===== src/rtl/lnvd_adc_pkg.sv =====
// Shared constants and state encoding for the LNVD ADC four-channel averager.
package lnvd_adc_pkg;

    localparam int DATA_W_DEF = 12;
    localparam int NUM_CH     = 4;

    typedef enum logic {
        ST_SKIP = 1'b0,
        ST_ACC  = 1'b1
    } state_t;

endpackage


===== src/rtl/lnvd_avg_chan.sv =====
// One channel of the boxcar averager: accumulator, clip-pending flag and held output.
module lnvd_avg_chan #(
    parameter int DATA_W = 12,
    parameter int LOG2_N = 4
) (
    input  logic              clk,
    input  logic              rst,
    input  logic              sample_en,
    input  logic              close,
    input  logic [DATA_W-1:0] din,
    output logic [DATA_W-1:0] avg,
    output logic              clip
);

    localparam int ACC_W = DATA_W + LOG2_N;

    logic [ACC_W-1:0] r_acc;
    logic             r_clip_pend;
    logic [DATA_W-1:0] r_avg;
    logic             r_clip;

    logic [ACC_W-1:0] w_sum;
    logic             w_full;

    assign w_sum  = r_acc + {{LOG2_N{1'b0}}, din};
    assign w_full = (din == {DATA_W{1'b1}});

    // The closing sample goes into the output only; the accumulator restarts empty.
    always_ff @(posedge clk) begin
        if (rst) begin
            r_acc       <= '0;
            r_clip_pend <= 1'b0;
            r_avg       <= '0;
            r_clip      <= 1'b0;
        end else if (sample_en) begin
            if (close) begin
                r_avg       <= w_sum[ACC_W-1:LOG2_N];
                r_clip      <= r_clip_pend | w_full;
                r_acc       <= '0;
                r_clip_pend <= 1'b0;
            end else begin
                r_acc       <= w_sum;
                r_clip_pend <= r_clip_pend | w_full;
            end
        end
    end

    assign avg  = r_avg;
    assign clip = r_clip;

endmodule


===== src/rtl/lnvd_adc_avg4.sv =====
// Four-channel boxcar averager / decimator: discards SKIP settling samples, then
// emits one averaged word per channel every 2^LOG2_N accepted samples.
module lnvd_adc_avg4
    import lnvd_adc_pkg::*;
#(
    parameter int DATA_W = DATA_W_DEF,
    parameter int LOG2_N = 4,
    parameter int SKIP   = 2
) (
    input  logic              clk,
    input  logic              rst,
    input  logic              sample_valid,
    input  logic [DATA_W-1:0] ch_a,
    input  logic [DATA_W-1:0] ch_b,
    input  logic [DATA_W-1:0] ch_c,
    input  logic [DATA_W-1:0] ch_d,
    output logic [DATA_W-1:0] avg_a,
    output logic [DATA_W-1:0] avg_b,
    output logic [DATA_W-1:0] avg_c,
    output logic [DATA_W-1:0] avg_d,
    output logic              avg_valid,
    output logic [NUM_CH-1:0] clip,
    output logic              busy_skip
);

    localparam int                SKIP_W    = (SKIP > 1) ? $clog2(SKIP) : 1;
    localparam logic [SKIP_W-1:0] SKIP_LAST = SKIP_W'((SKIP > 0) ? SKIP - 1 : 0);
    localparam logic [LOG2_N-1:0] CNT_LAST  = '1;
    localparam state_t            ST_RESET  = (SKIP > 0) ? ST_SKIP : ST_ACC;

    state_t            r_state;
    state_t            w_state_nxt;
    logic [SKIP_W-1:0] r_skip_cnt;
    logic [LOG2_N-1:0] r_cnt;
    logic              r_avg_valid;
    logic              w_accept;
    logic              w_skip_adv;
    logic              w_close;

    logic [DATA_W-1:0] w_din [NUM_CH];
    logic [DATA_W-1:0] w_avg [NUM_CH];
    logic [NUM_CH-1:0] w_clip;

    always_ff @(posedge clk) begin
        if (rst) r_state <= ST_RESET;
        else     r_state <= w_state_nxt;
    end

    always_comb begin
        w_state_nxt = r_state;
        w_accept    = 1'b0;
        w_skip_adv  = 1'b0;
        case (r_state)
            ST_SKIP: begin
                if (sample_valid) begin
                    w_skip_adv = 1'b1;
                    if (r_skip_cnt == SKIP_LAST) w_state_nxt = ST_ACC;
                end
            end
            ST_ACC:  w_accept = sample_valid;
            default: w_state_nxt = ST_RESET;
        endcase
    end

    assign w_close = w_accept && (r_cnt == CNT_LAST);

    // Sample count wraps naturally at N, which is what clears it on window close.
    always_ff @(posedge clk) begin
        if (rst) begin
            r_skip_cnt  <= '0;
            r_cnt       <= '0;
            r_avg_valid <= 1'b0;
        end else begin
            if (w_skip_adv) r_skip_cnt <= r_skip_cnt + 1'b1;
            if (w_accept)   r_cnt      <= r_cnt + 1'b1;
            r_avg_valid <= w_close;
        end
    end

    assign w_din[0] = ch_a;
    assign w_din[1] = ch_b;
    assign w_din[2] = ch_c;
    assign w_din[3] = ch_d;

    for (genvar k = 0; k < NUM_CH; k++) begin : g_chan
        lnvd_avg_chan #(
            .DATA_W (DATA_W),
            .LOG2_N (LOG2_N)
        ) u_chan (
            .clk       (clk),
            .rst       (rst),
            .sample_en (w_accept),
            .close     (w_close),
            .din       (w_din[k]),
            .avg       (w_avg[k]),
            .clip      (w_clip[k])
        );
    end

    assign avg_a     = w_avg[0];
    assign avg_b     = w_avg[1];
    assign avg_c     = w_avg[2];
    assign avg_d     = w_avg[3];
    assign clip      = w_clip;
    assign avg_valid = r_avg_valid;
    assign busy_skip = (r_state == ST_SKIP);

endmodule

===== config.mk =====
export PLATFORM = sky130hd
export DESIGN_NAME = lnvd_adc_avg4
export DESIGN_NICKNAME = d
export VERILOG_FILES = /design/src/rtl/lnvd_adc_pkg.sv /design/src/rtl/lnvd_avg_chan.sv /design/src/rtl/lnvd_adc_avg4.sv
export SDC_FILE = /design/constraint.sdc
export NUM_CORES = 1
export LEC_CHECK = 0
export CAP_MARGIN = 20
export CELL_PAD_IN_SITES_DETAIL_PLACEMENT = 1
export CELL_PAD_IN_SITES_GLOBAL_PLACEMENT = 1
export CORE_AREA = 8 8 201 107
export DETAILED_ROUTE_END_ITERATION = 16
export DIE_AREA = 0 0 209 115
export PLACE_DENSITY = 0.87
export RECOVER_POWER = 25
export SLEW_MARGIN = 20
export SYNTH_ARGS = -nofsm -noshare
export SYNTH_HDL_FRONTEND = slang
export SYNTH_SLANG_ARGS = --single-unit

===== constraint.sdc =====
create_clock -name clk -period 2.4 [get_ports clk]
set_input_delay 0.36 -clock clk [delete_from_list [all_inputs] [get_ports clk]]
set_output_delay 0.36 -clock clk [all_outputs]
set_load 0.03 [all_outputs]

# Yosys cells after proc, flatten, opt, wreduce, memory -nomap -nowiden
# Index checks and enable logic that the tools add are counted.
dict set report word_totals {
  register_bits 127
  output_inout_bits 54
  wordCells 52
}
dict set report classes {
  n_addsub 6
  n_eq_ne 5
  n_mux 14
  n_bitwise 5
  reduce_logical 2
}
# cell n
set ops {}
lappend ops {{adder 16 x 12 -> 16 bit} 4}
lappend ops {{two-way mux 16 bit} 4}
lappend ops {{equality test 12 bit, second input constant} 4}
lappend ops {{two-way mux 1 bit} 10}
lappend ops {{adder 4 x 1 -> 4 bit, second input constant} 1}
lappend ops {{equality test 4 bit, second input constant} 1}
lappend ops {{bitwise OR 1 bit} 4}
lappend ops {{AND reduction 2 bit} 1}
lappend ops {{adder 1 bit, second input constant} 1}
lappend ops {{logical AND 1 bit} 1}
lappend ops {{NOT 1 bit} 1}

# Logic depth before layout (Yosys ltp)
# Gate-level depths: netlist of the first run.
dict set report depth {
  ltp_word 3
  depth_mapped 10
  mapped_depth_nobuf 10
}

# By module
# Synthesis of the first run repeated with hierarchy kept, for this count alone.
dict set report unflattened {
  cells_unflattened 842
  area_unflattened_um2 7302.0
}
# module instances cells_each area_each_um2 seq_area_each_um2
set by_module_without_submodules {}
lappend by_module_without_submodules {{lnvd_avg_chan (g_chan[0].u_chan ...)} 3 198 1729.2 600.6}
lappend by_module_without_submodules {{lnvd_avg_chan (g_chan[3].u_chan)} 1 219 1815.5 600.6}
lappend by_module_without_submodules {lnvd_adc_avg4 1 29 299.0 140.1}

# Worst setup path before layout of the first run
# Ideal clock, no wire load.
dict set report synth_path {
  path_type {input to register}
  start {input ch_b[0]}
  end {register g_chan[1].u_chan.r_avg[10]}
  setup_time_ps 91
  t_arrival_ps 2250
  required_time_ps 2309
  setup_slack_ps 59
  cell_stages 10
  path_cell_list {ha_1 inv_1 fa_1 nand2b_1 a21oi_1 a211oi_2 o21bai_1 a31oi_2 or3_1 a311oi_1}
}
dict set report synth_via {
  elab_chain_len 1
}
# item line_no
set synth_rtl {}
lappend synth_rtl {{start: declaration} lnvd_adc_avg4.sv:14} ;# input logic [DATA_W-1:0] ch_b,
lappend synth_rtl {{adder 16 x 12 -> 16 bit} lnvd_avg_chan.sv:25} ;# assign w_sum = r_acc + {{LOG2_N{1'b0}}, din};
lappend synth_rtl {{end signal: assignment} lnvd_avg_chan.sv:37} ;# r_avg <= w_sum[ACC_W-1:LOG2_N];
lappend synth_rtl {{end: declaration} lnvd_avg_chan.sv:19} ;# logic [DATA_W-1:0] r_avg;
# No other way between the ends.
# A chain may end at the register's enable or synchronous reset.

# Final worst setup path of the first run
dict set report layout_path {
  start {register g_chan[2].u_chan.r_acc[0]}
  end {register g_chan[2].u_chan.r_avg[10]}
}
dict set report layout_via {
  elab_chain_len 1
}
# item line_no
set layout_rtl {}
lappend layout_rtl {{start: declaration} lnvd_avg_chan.sv:17} ;# logic [ACC_W-1:0] r_acc;
lappend layout_rtl {{start signal: assignment} lnvd_avg_chan.sv:42} ;# r_acc <= w_sum;
lappend layout_rtl {{adder 16 x 12 -> 16 bit} lnvd_avg_chan.sv:25}
lappend layout_rtl {{end signal: assignment} lnvd_avg_chan.sv:37}
lappend layout_rtl {{end: declaration} lnvd_avg_chan.sv:19}
# No other way between the ends.

==> metrics.md, run 1 <==
| Metric | Value |
|---|---|
| Library cells used by synthesis | 59 |
| Drt pass-1 iters | 5 |
| DIE AREA | 24000 µm² |
| # placed instances | 1220 |
| Post-synth EDFFs | 0 |
| Highest clock rate | 418 MHz |
| Core region area | 18800 µm² |
| Least-Margin Pin Slew | 1.07 ns |
| DRT iter0 DRCs | 379 |
| Fin crit share | 0.998 |
| H-tree Lvls | 4 |
| Routed WL | 26100 µm |
| DRC viols | 0 |
| Cells after Synth | 798 |
| Area leader, netlist | dfxtp_1 |
| Final nets | 1107 |
| Clk network pwr share | 0.479 |
| Port Buffers | 104 |
| Critical path type | reg -> reg |
| Int Power | 4.22 mW |
| Synth top area share | 0.374 |
| Register-to-register setup slack | 0.006 ns |
| Hpwl dp | 18100 µm |
| Worst slew margin | 0.284 |
| Design area | 9780 µm² |
| Layout Cells excl Fill | 1263 |
| First-pass GRT wire length | 41400 µm |
| # setup viols final | 0 |
| I/O pins | 105 |
| Clock Tree Root | clkbuf_16 |
| Asr flop ratio synth | 0 |
| Seq pwr share | 0.383 |
| TNS Setup | 0 ns |
| Synth warn | 0 |
| Final hold vios | 0 |
| Synth Cell Area | 6800 µm² |
| Comb pwr share | 0.138 |
| Max Slew Vio Count | 0 |
| Die W | 209 µm |
| TritonCTS clock tree | built |
| Largest net degree at the start of global routing | 37 |
| Top_reg_cell synth | dfxtp_1 |
| Final Critical Period | 2.39 ns |
| WP data arrival | 2.72 ns |
| RSZ-0062 raised after global routing | yes |
| P_sw | 1.46 mW |
| Layout area overhead | 43.9% |
| Synth area leaders | dfxtp_1 37%, ha_1 9.0%, a21oi_1 5.4% |
| R2R Path End | g_chan[2].u_chan.avg[10] |
| Critical Path RT | 2.73 ns |
| Min-delay worst type | reg -> reg |
| Worst Reg-to-Reg Cells | 11 |
| Worst skew pair latency | 0.42 ns |
| Worst Setup EP | g_chan[2].u_chan.avg[10] |
| Initial Utilization | 0.361 |
| Worst-path maximum fanout | 7 |
| Routed len/inst | 20.6 µm |
| Worst Setup End Kind | flop |
| Max-cap violations | 0 |
| Share of cells above drive strength 1 | 0.203 |
| Via density | 5.49 |
| Cts bufs inserted | 17 |
| Count leader, synth | dfxtp_1 |
| Via count | 6938 |
| Status | complete, no violations |
| P per Cell Area | 580 nW/µm² |
| Final core occ | 0.520 |
| Sequential share of the synthesized area | 0.374 |
| Antenna fix cells | 0 |
| Worst r2r src | g_chan[2].u_chan.r_acc[0] |
| Switching power as a share of total power | 0.256 |
| Min-Delay Path Depth | 2 |
| Final Skew | 0.00998 ns |
| Dpl cell area | 8850 µm² |
| Clock Sinks | 127 |
| Vias in the first global route | 7531 |
| Hold buffer count at CTS | 0 |
| Syn nets | 902 |
| Design Power | 5.68 mW |
| Num rows | 36 |
| #FFs+latches synth | 127 |
| Initial antenna violation count | 0 |
| Placer Congestion | 0.893 |
| Final ANT Viol Nets | 0 |
| CP Launch Type | flop |
| Critical path startpoint | g_chan[2].u_chan.r_acc[0] |
| Gr usage total | 0.215 |
| Longest Clk Path Bufs | 2 |
| Most frequent cells after synthesis | 127 x dfxtp_1, 88 x nor2_1, 82 x nand2_1 |
| LEAKAGE | 3.98 nW |
| Die Span Y | 115 µm |
| Clk pin slew, worst setup/hold paths | 0.06 ns |
| Max VDD drop | 0.000472 V |
| Syn_area_per_cell | 8.52 µm² |
| Total grt overflow | 0 |
-- worst min-delay path by stage --
stage	end	start
2_1_floorplan	g_chan[0].u_chan.r_acc[7]	g_chan[0].u_chan.r_acc[7]
3_3_place_gp	g_chan[1].u_chan.r_acc[8]	g_chan[1].u_chan.r_acc[8]
3_5_place_dp	g_chan[3].u_chan.avg[4]	g_chan[3].u_chan.avg[4]
4_1_cts	g_chan[2].u_chan.r_acc[1]	rst
5_1_grt	g_chan[3].u_chan.avg[4]	g_chan[3].u_chan.avg[4]
6_report	g_chan[3].u_chan.avg[4]	g_chan[3].u_chan.avg[4]
-- critical path, cell delays in order, from the launching register on --
cell,delay [ns]
dfxtp_2,0.35
ha_4,0.14
inv_2,0.03
fa_2,0.34
nor2b_2,0.15
o31a_1,0.20
o21ai_2,0.09
nand2b_1,0.20
a221oi_4,0.10
buf_6,0.14
or3_1,0.31
a311oi_2,0.26
-- power groups by stage --
stage	registers [mW]	clock network [mW]	logic (mW)
3_5_place_dp	2.22	0	0.720
5_1_grt	2.18	2.86	0.847
2_1_floorplan	2.20	0	0.381
6_report	2.17	2.72	0.786
4_1_cts	2.17	2.75	0.752
3_3_place_gp	2.21	0	0.691
-- layer usage --
metal,GRT usage,share of wire,wire [µm],vias up
met3,0.0454,0.045,1180,30
met2,0.351,0.46,11900,151
met5,0,0,0,-
met4,0.0603,0.010,265,0
li1,-,-,-,3307
met1,0.286,0.49,12800,3450
-- sequential cells by signal, summed over array words and instances (netlist names) --
| name | flops |
|---|---|
| g_chan.u_chan.r_acc | 64 |
| g_chan.u_chan.avg | 48 |
| g_chan.u_chan.clip | 4 |
| g_chan.u_chan.r_clip_pend | 4 |
| r_cnt | 4 |
| avg_valid | 1 |
| r_skip_cnt | 1 |
| r_state | 1 |
-- final cells by class --
cell class              count  area (µm²)
clock buffers              23         478
clock inverters             9         133
fillers                  2150        9040
inverters                  18        70.1
multi-input cells         609        4240
flip-flops and latches    127        2550
well taps                 247         309
repair buffers            230        2010
-- layout by cell type, fill, tap and decap left out, drive strengths merged, types with 4 or more instances in the layout --
cell           count
nor2b              5
dlygate4sd3       13
dfxtp            127
and3               4
nand2             82
ha                49
o21a              11
dlymetal6s2s       4
clkdlybuf4s50     82
o21ai             36
o21bai             5
xnor2             29
buf              120
nor4               5
or3                8
nand4             21
a211oi            23
nand3             22
inv               18
xor2              24
a22o              30
clkbuf            30
o31a               4
fa                 4
dlygate4sd2        4
a221oi             5
a21oi             73
clkinv             4
nor2              88
a21o              17
nand2b             6
nor3              15
a22oi             11
-- through the flow --
stage | setup slack, ns | hold slack, ns
floorplan | 0.0586 | 0.429
detailed placement | -0.657 | 0.450
global route | -0.0754 | 0.474
finish | 0.00590 | 0.455
global placement | -0.516 | 0.441
CTS | 0.00189 | 0.365
-- cells by family (layout without fill, tap and decap cells) --
group / count (synthesis) / count (layout) / synth area share
and+or+nand+nor: 264 / 264 / 0.175
AOI/OAI and AO/OA: 238 / 238 / 0.242
DFF: 127 / 127 / 0.374
buffers and inverters: 62 / 280 / 0.0377
adders and majority gates: 53 / 53 / 0.102
xor gates and xnor gates: 53 / 53 / 0.0683
muxes: 1 / 1 / 0.00147
-- timing repair --
action / CTS / global route
setup endpoints to repair: 31 / 40
resized for setup: 31 / 33
pin swaps: 20 / 25
setup buffers: 4 / 8
Note: power is estimated with default switching activity, not from simulation.
==> inputs of run 2 (changes only) <==
Settings changed: REMOVE_ABC_BUFFERS from default to 1.
==> metrics.md, run 2 (synthesis gave the netlist of run 1 again) <==
| Metric | Value |
|---|---|
| LEAKAGE | 3.94 nW |
| Total grt overflow | 0 |
| Max FFs per register | 64 |
| Fin crit share | 0.993 |
| CP Launch Type | input port |
| Vias in the first global route | 7285 |
| Share of cells above drive strength 1 | 0.194 |
| Clk pin slew, worst setup/hold paths | 0.07 ns |
| First-pass GRT wire length | 39200 µm |
| Initial Utilization | 0.361 |
| Layout Cells excl Fill | 1254 |
| Routed len/inst | 19.4 µm |
| Worst r2r src | g_chan[2].u_chan.r_acc[2] |
| Final Skew | 0.00910 ns |
| Die Span Y | 115 µm |
| Largest net degree at the start of global routing | 41 |
| DIE AREA | 24000 µm² |
| Kind of cell adding the most delay to the critical path | compound AO/OA/AOI/OAI gates |
| Worst skew pair latency | 0.42 ns |
| Min-Delay Path Depth | 2 |
| Critical-path cell list | clkdlybuf4s50_1 -> ha_1 -> a21o_1 -> a21o_1 -> a21o_1 -> a21o_1 -> a221oi_4 -> buf_6 -> nor4_2 -> a211o_1 |
| I/O pins | 105 |
| Gr usage total | 0.204 |
| Status | complete, no violations |
| # setup viols final | 0 |
| Hold Crit Start | rst |
| Final Critical Period | 2.38 ns |
| Final setup margin | 0.0174 ns |
| Highest clock rate | 420 MHz |
| WP data arrival | 2.69 ns |
| Crit path buffers/inverters | 2 |
| Final ANT Viol Nets | 0 |
| # placed instances | 1215 |
| Clock Sinks | 127 |
| TNS Setup | 0 ns |
| RSZ-0062 raised after global routing | yes |
| Max VDD drop | 0.000510 V |
| Core region area | 18800 µm² |
| Via density | 5.38 |
| Worst Setup End Kind | flop |
| Placer Congestion | 0.913 |
| Num rows | 36 |
| Min-delay worst type | in -> reg |
| Drt pass-1 iters | 5 |
| Final nets | 1098 |
| Least-Margin Pin Slew | 0.681 ns |
| H-tree Lvls | 4 |
| Endpoint, Worst Hold | r_cnt[2] |
| Final hold vios | 0 |
| Register-to-register setup slack | 0.04 ns |
| P per Cell Area | 567 nW/µm² |
| DRT iter0 DRCs | 349 |
| DRC viols | 0 |
| Fillers | 2183 |
| R2R Path End | g_chan[2].u_chan.avg[8] |
| Cts bufs inserted | 17 |
| Layout area overhead | 42.0% |
| Clock Tree Root | clkbuf_16 |
| Most frequent cells in the layout | 124 x dfxtp_1, 106 x buf_4, 86 x nor2_1 |
| Design Power | 5.47 mW |
| Place WS | -0.624 ns |
| Hold buffer count at CTS | 0 |
| Routed WL | 24400 µm |
| Port Buffers | 104 |
| Initial antenna violation count | 1 |
| Critical path type | in -> reg |
| Antenna fix cells | 0 |
| Worst path most repeated cell | a21o_1 |
| Critical Path RT | 2.71 ns |
| Most common cell after layout, fill and taps aside | dfxtp_1 |
| Worst slew margin | 0.546 |
| Hpwl dp | 17600 µm |
| TritonCTS clock tree | built |
| Worst Reg-to-Reg Cells | 9 |
| Max-cap violations | 0 |
| Slowest cell on crit path | clkdlybuf4s50_1 |
| Biggest register | g_chan.u_chan.r_acc |
| Via count | 6744 |
| Final core occ | 0.512 |
| Die W | 209 µm |
| Slowest cell delay on critical path | 0.44 ns |
| Longest Clk Path Bufs | 2 |
| Worst-path maximum fanout | 5 |
| Max Slew Vio Count | 0 |
[run 2: changes by cell type in the layout (fill, tap and decap cells not counted), sizes merged]
cell / before / now
inv: 18 / 19
clkinvlp: 2 / 4
clkbuf: 30 / 23
dlygate4sd2: 4 / 1
dlygate4sd3: 13 / 24
buf: 120 / 114
clkinv: 4 / 7
clkdlybuf4s50: 82 / 74
bufinv: 3 / 1
[run 2: worst reg2reg max path, stage by stage (launching register included)]
cell and delay (ns):
dfxtp_1 0.33, ha_1 0.33, nor2b_2 0.17, o31a_1 0.31
o21ai_1 0.14, nand2b_1 0.12, a221oi_4 0.39, buf_6 0.17
nor4_2 0.04, a211o_1 0.25
[run 2: area by class of cell]
cell class	instances	area (µm²)	area share
flip-flops and latches	127	2550	0.264
well taps	247	309	0.0320
repair buffers	221	1960	0.203
clock inverters	13	115	0.0119
clock buffers	19	453	0.0469
inverters	18	67.6	0.00700
multi-input cells	609	4200	0.435
[run 2: worst max path at each step]
stage                                   start                    endpoint  slack (ns)  cells past startpoint
floorplan                             r_state     g_chan[0].u_chan.avg[4]       -2.13                      5
global route        g_chan[0].u_chan.r_acc[0]  g_chan[0].u_chan.r_acc[14]       -0.10                     11
CTS                                   ch_a[4]  g_chan[0].u_chan.r_acc[13]       0.001                      9
detailed placement                    ch_b[0]    g_chan[1].u_chan.avg[10]       -0.62                     11
finish                                ch_c[7]     g_chan[2].u_chan.avg[8]        0.02                     10
global placement                      ch_b[0]  g_chan[1].u_chan.r_acc[12]       -0.47                     12
[run 2: report_power, final]
group / internal, mW / switching [mW] / total [mW]
registers: 2.14 / 0.0281 / 2.17
clock network: 1.48 / 1.06 / 2.53
logic: 0.359 / 0.403 / 0.763
total: 3.98 / 1.49 / 5.47
[run 2: per-layer routing]
layer | GRT usage | vias to the layer above | part of all wire
met5 | 0 | - | 0.00053
met1 | 0.263 | 3307 | 0.49
met3 | 0.0460 | 29 | 0.040
met2 | 0.338 | 124 | 0.45
li1 | - | 3282 | -
met4 | 0.0645 | 2 | 0.015
[run 2: metrics by stage]
step	hold slack, ns	instance area, µm²
2_1_floorplan	0.428	6610
3_3_place_gp	0.443	8820
3_5_place_dp	0.451	8820
4_1_cts	0.318	9490
5_1_grt	0.368	9650
6_report	0.338	9650
[run 2: repair_timing]
item	in CTS	in global routing
buffers inserted	5	2
pin swaps	9	30
hold endpoints to repair	0	0
resized for setup	13	40
setup endpoints to repair	18	37
==> inputs of run 3 (changes only) <==
Settings changed: CORE_AREA 8 8 201 107 to 8 8 206 110, DIE_AREA 0 0 209 115 to 0 0 214 118, SYNTH_HIERARCHICAL from default to 1.
==> metrics.md, run 3 <==
| Metric | Value |
|---|---|
| Status | complete, no violations |
| H-tree Lvls | 4 |
| Int Power | 4.28 mW |
| Clock Tree Root | clkbuf_16 |
| Clock Sinks | 127 |
| Worst-path maximum fanout | 4 |
| Most frequent cells after synthesis | 127 x dfxtp_1, 77 x nor2_1, 69 x nand2_1 |
| Synth area leaders | dfxtp_1 35%, ha_1 8.4%, a21oi_1 4.0% |
| Synth warn | 6 |
| P per Cell Area | 555 nW/µm² |
| Critical path type | in -> reg |
| Largest net degree at the start of global routing | 28 |
| # setup viols final | 0 |
| CP Launch Type | input port |
| Cts bufs inserted | 17 |
| Least-Margin Pin Slew | 1.28 ns |
| Area leader, netlist | dfxtp_1 |
| Num rows | 37 |
| RSZ-0062 raised after global routing | no |
| Final ANT Viol Nets | 0 |
| Synth Cell Area | 7300 µm² |
| Layout area overhead | 43.7% |
| DRT iter0 DRCs | 476 |
| Initial antenna violation count | 0 |
| WL met1 | 13500 µm |
| Total grt overflow | 0 |
| Hold slack final | 0.356 ns |
| Most common cell after layout, fill and taps aside | buf_4 |
| Max FFs per register | 64 |
| P_sw | 1.54 mW |
| Vias in the first global route | 7945 |
| Share of cells above drive strength 1 | 0.222 |
| Library cells used by synthesis | 68 |
| Clk network pwr share | 0.474 |
| Critical Path RT | 2.74 ns |
| Fin crit share | 0.985 |
| Antenna fix cells | 0 |
| Initial Utilization | 0.368 |
| Clk pin slew, worst setup/hold paths | 0.06 ns |
| I/O pins | 105 |
| Biggest register | g_chan.u_chan/r_acc |
| WP data arrival | 2.70 ns |
| Cells after Synth | 842 |
| Worst Setup End Kind | flop |
| Core region area | 19900 µm² |
| Max-cap violations | 0 |
| DRC viols | 0 |
| Final nets | 1200 |
| Metal2 WL | 12000 µm |
| Worst slew margin | 0.148 |
| Sequential share of the synthesized area | 0.348 |
| Final hold vios | 0 |
| Top_reg_cell synth | dfxtp_1 |
| Highest clock rate | 423 MHz |
| LEAKAGE | 4.55 nW |
| Via density | 5.40 |
| Syn_area_per_cell | 8.67 µm² |
| Comb pwr share | 0.152 |
| Drt pass-1 iters | 5 |
| Count leader, synth | dfxtp_1 |
| Met3 WL | 1130 µm |
| TritonCTS clock tree | built |
| Placer Congestion | 0.906 |
| Routed WL | 27000 µm |
| Top Metal Used | met4 |
| #FFs+latches synth | 127 |
| Gr usage total | 0.208 |
| First-pass GRT wire length | 43200 µm |
| DIE AREA | 25300 µm² |
| Final Critical Period | 2.37 ns |
| Max Slew Vio Count | 0 |
| Worst skew pair latency | 0.41 ns |
| Post-synth EDFFs | 0 |
| Die Span Y | 118 µm |
| Routed len/inst | 19.6 µm |
| Asr flop ratio synth | 0 |
| Final core occ | 0.528 |
| Seq pwr share | 0.375 |
| Hpwl dp | 20700 µm |
| Min-delay worst type | in -> reg |
| Final Skew | 0.0109 ns |
| Longest Clk Path Bufs | 2 |
| Port Buffers | 104 |
| Most frequent cells in the layout | 158 x buf_4, 124 x dfxtp_1, 77 x nor2_1 |
| Switching power as a share of total power | 0.265 |
| Via count | 7468 |
| Max VDD drop | 0.000409 V |
| Synth top area share | 0.348 |
| Die W | 214 µm |
run 3: cell count changes after synthesis, sizes merged, moves of 9 or more:
cell and delta:
nor2 -11, nor3b +9, a21oi -11, nor2b +22
inv +15, nand3b +9, nand2 -13, clkbuf -15
a31o +16, a211oi -19
run 3: power groups by stage:
stage               logic [mW]  clock network, mW  registers, mW
finish                   0.883               2.76           2.18
global route             0.954               2.91           2.19
CTS                      0.865               2.82           2.18
detailed placement       0.852                  0           2.23
global placement         0.814                  0           2.22
floorplan                0.418                  0           2.22
run 3: critical path, cell delays in order:
cell and delay [ns]:
clkdlybuf4s50_1 0.48, ha_1 0.36, o21ai_0 0.15, o21ai_1 0.23, and4_1 0.29, o2111ai_1 0.16, buf_4 0.19, or3_1 0.31
a31oi_1 0.15
run 3: cell families after synthesis:
logic type | share of synthesized area
adder cells (fa/ha/maj) | 0.0949
buffers and inverters | 0.0358
multiplexers | 0.00891
flip-flops | 0.348
XOR/XNOR | 0.0540
AO/OA/AOI/OAI | 0.249
AND/OR/NAND/NOR | 0.209
run 3: per-stage QoR:
stage / TNS (ns) / worst slack, ns / cells / total power [mW] / cell area (µm²)
after floorplan: -136.22 / -1.61 / 810 / 2.63 / 7160
after global placement: -13.16 / -0.451 / 1340 / 3.04 / 9700
after detailed placement: -20.37 / -0.543 / 1340 / 3.08 / 9700
after CTS: 0 / 0.0267 / 1377 / 5.86 / 10400
after global routing: 0 / 0.000974 / 1382 / 6.05 / 10500
final: 0 / 0.0350 / 1382 / 5.83 / 10500
run 3: final timing paths:
kind	from	end	slack, ns	cells past startpoint
worst min-delay path	rst	g_chan[3].u_chan/avg[5]	0.36	2
worst max-delay path	ch_d[2]	g_chan[3].u_chan/r_acc[15]	0.03	9
worst min register to register	g_chan[1].u_chan/avg[8]	g_chan[1].u_chan/avg[8]	0.45	2
worst max register to register	g_chan[1].u_chan/r_acc[0]	g_chan[1].u_chan/r_acc[14]	0.06	9
run 3: final cells by class:
class                      instances  area [µm²]
clock buffer                      20         467
tap                              273         342
inverter                          33         124
timing repair buffer             267        2260
sequential                       127        2550
clock inverter                    12         158
fill                            2303        9370
multi-input combinational        650        4600
run 3: timing repair:
| item | 4_1_cts | 5_1_grt |
|---|---|---|
| hold buffers | 0 | 0 |
| resized for setup | 12 | 20 |
| endpoints found under the setup margin | 7 | 15 |
| setup buffers | 5 | 5 |
| cloned | 0 | 0 |
| pin swaps | 7 | 6 |
run 3: metal layers:
layer	up-vias	GRT usage
li1	3601	-
met2	162	0.331
met1	3678	0.285
met5	-	0
met4	0	0.0489
met3	27	0.0408
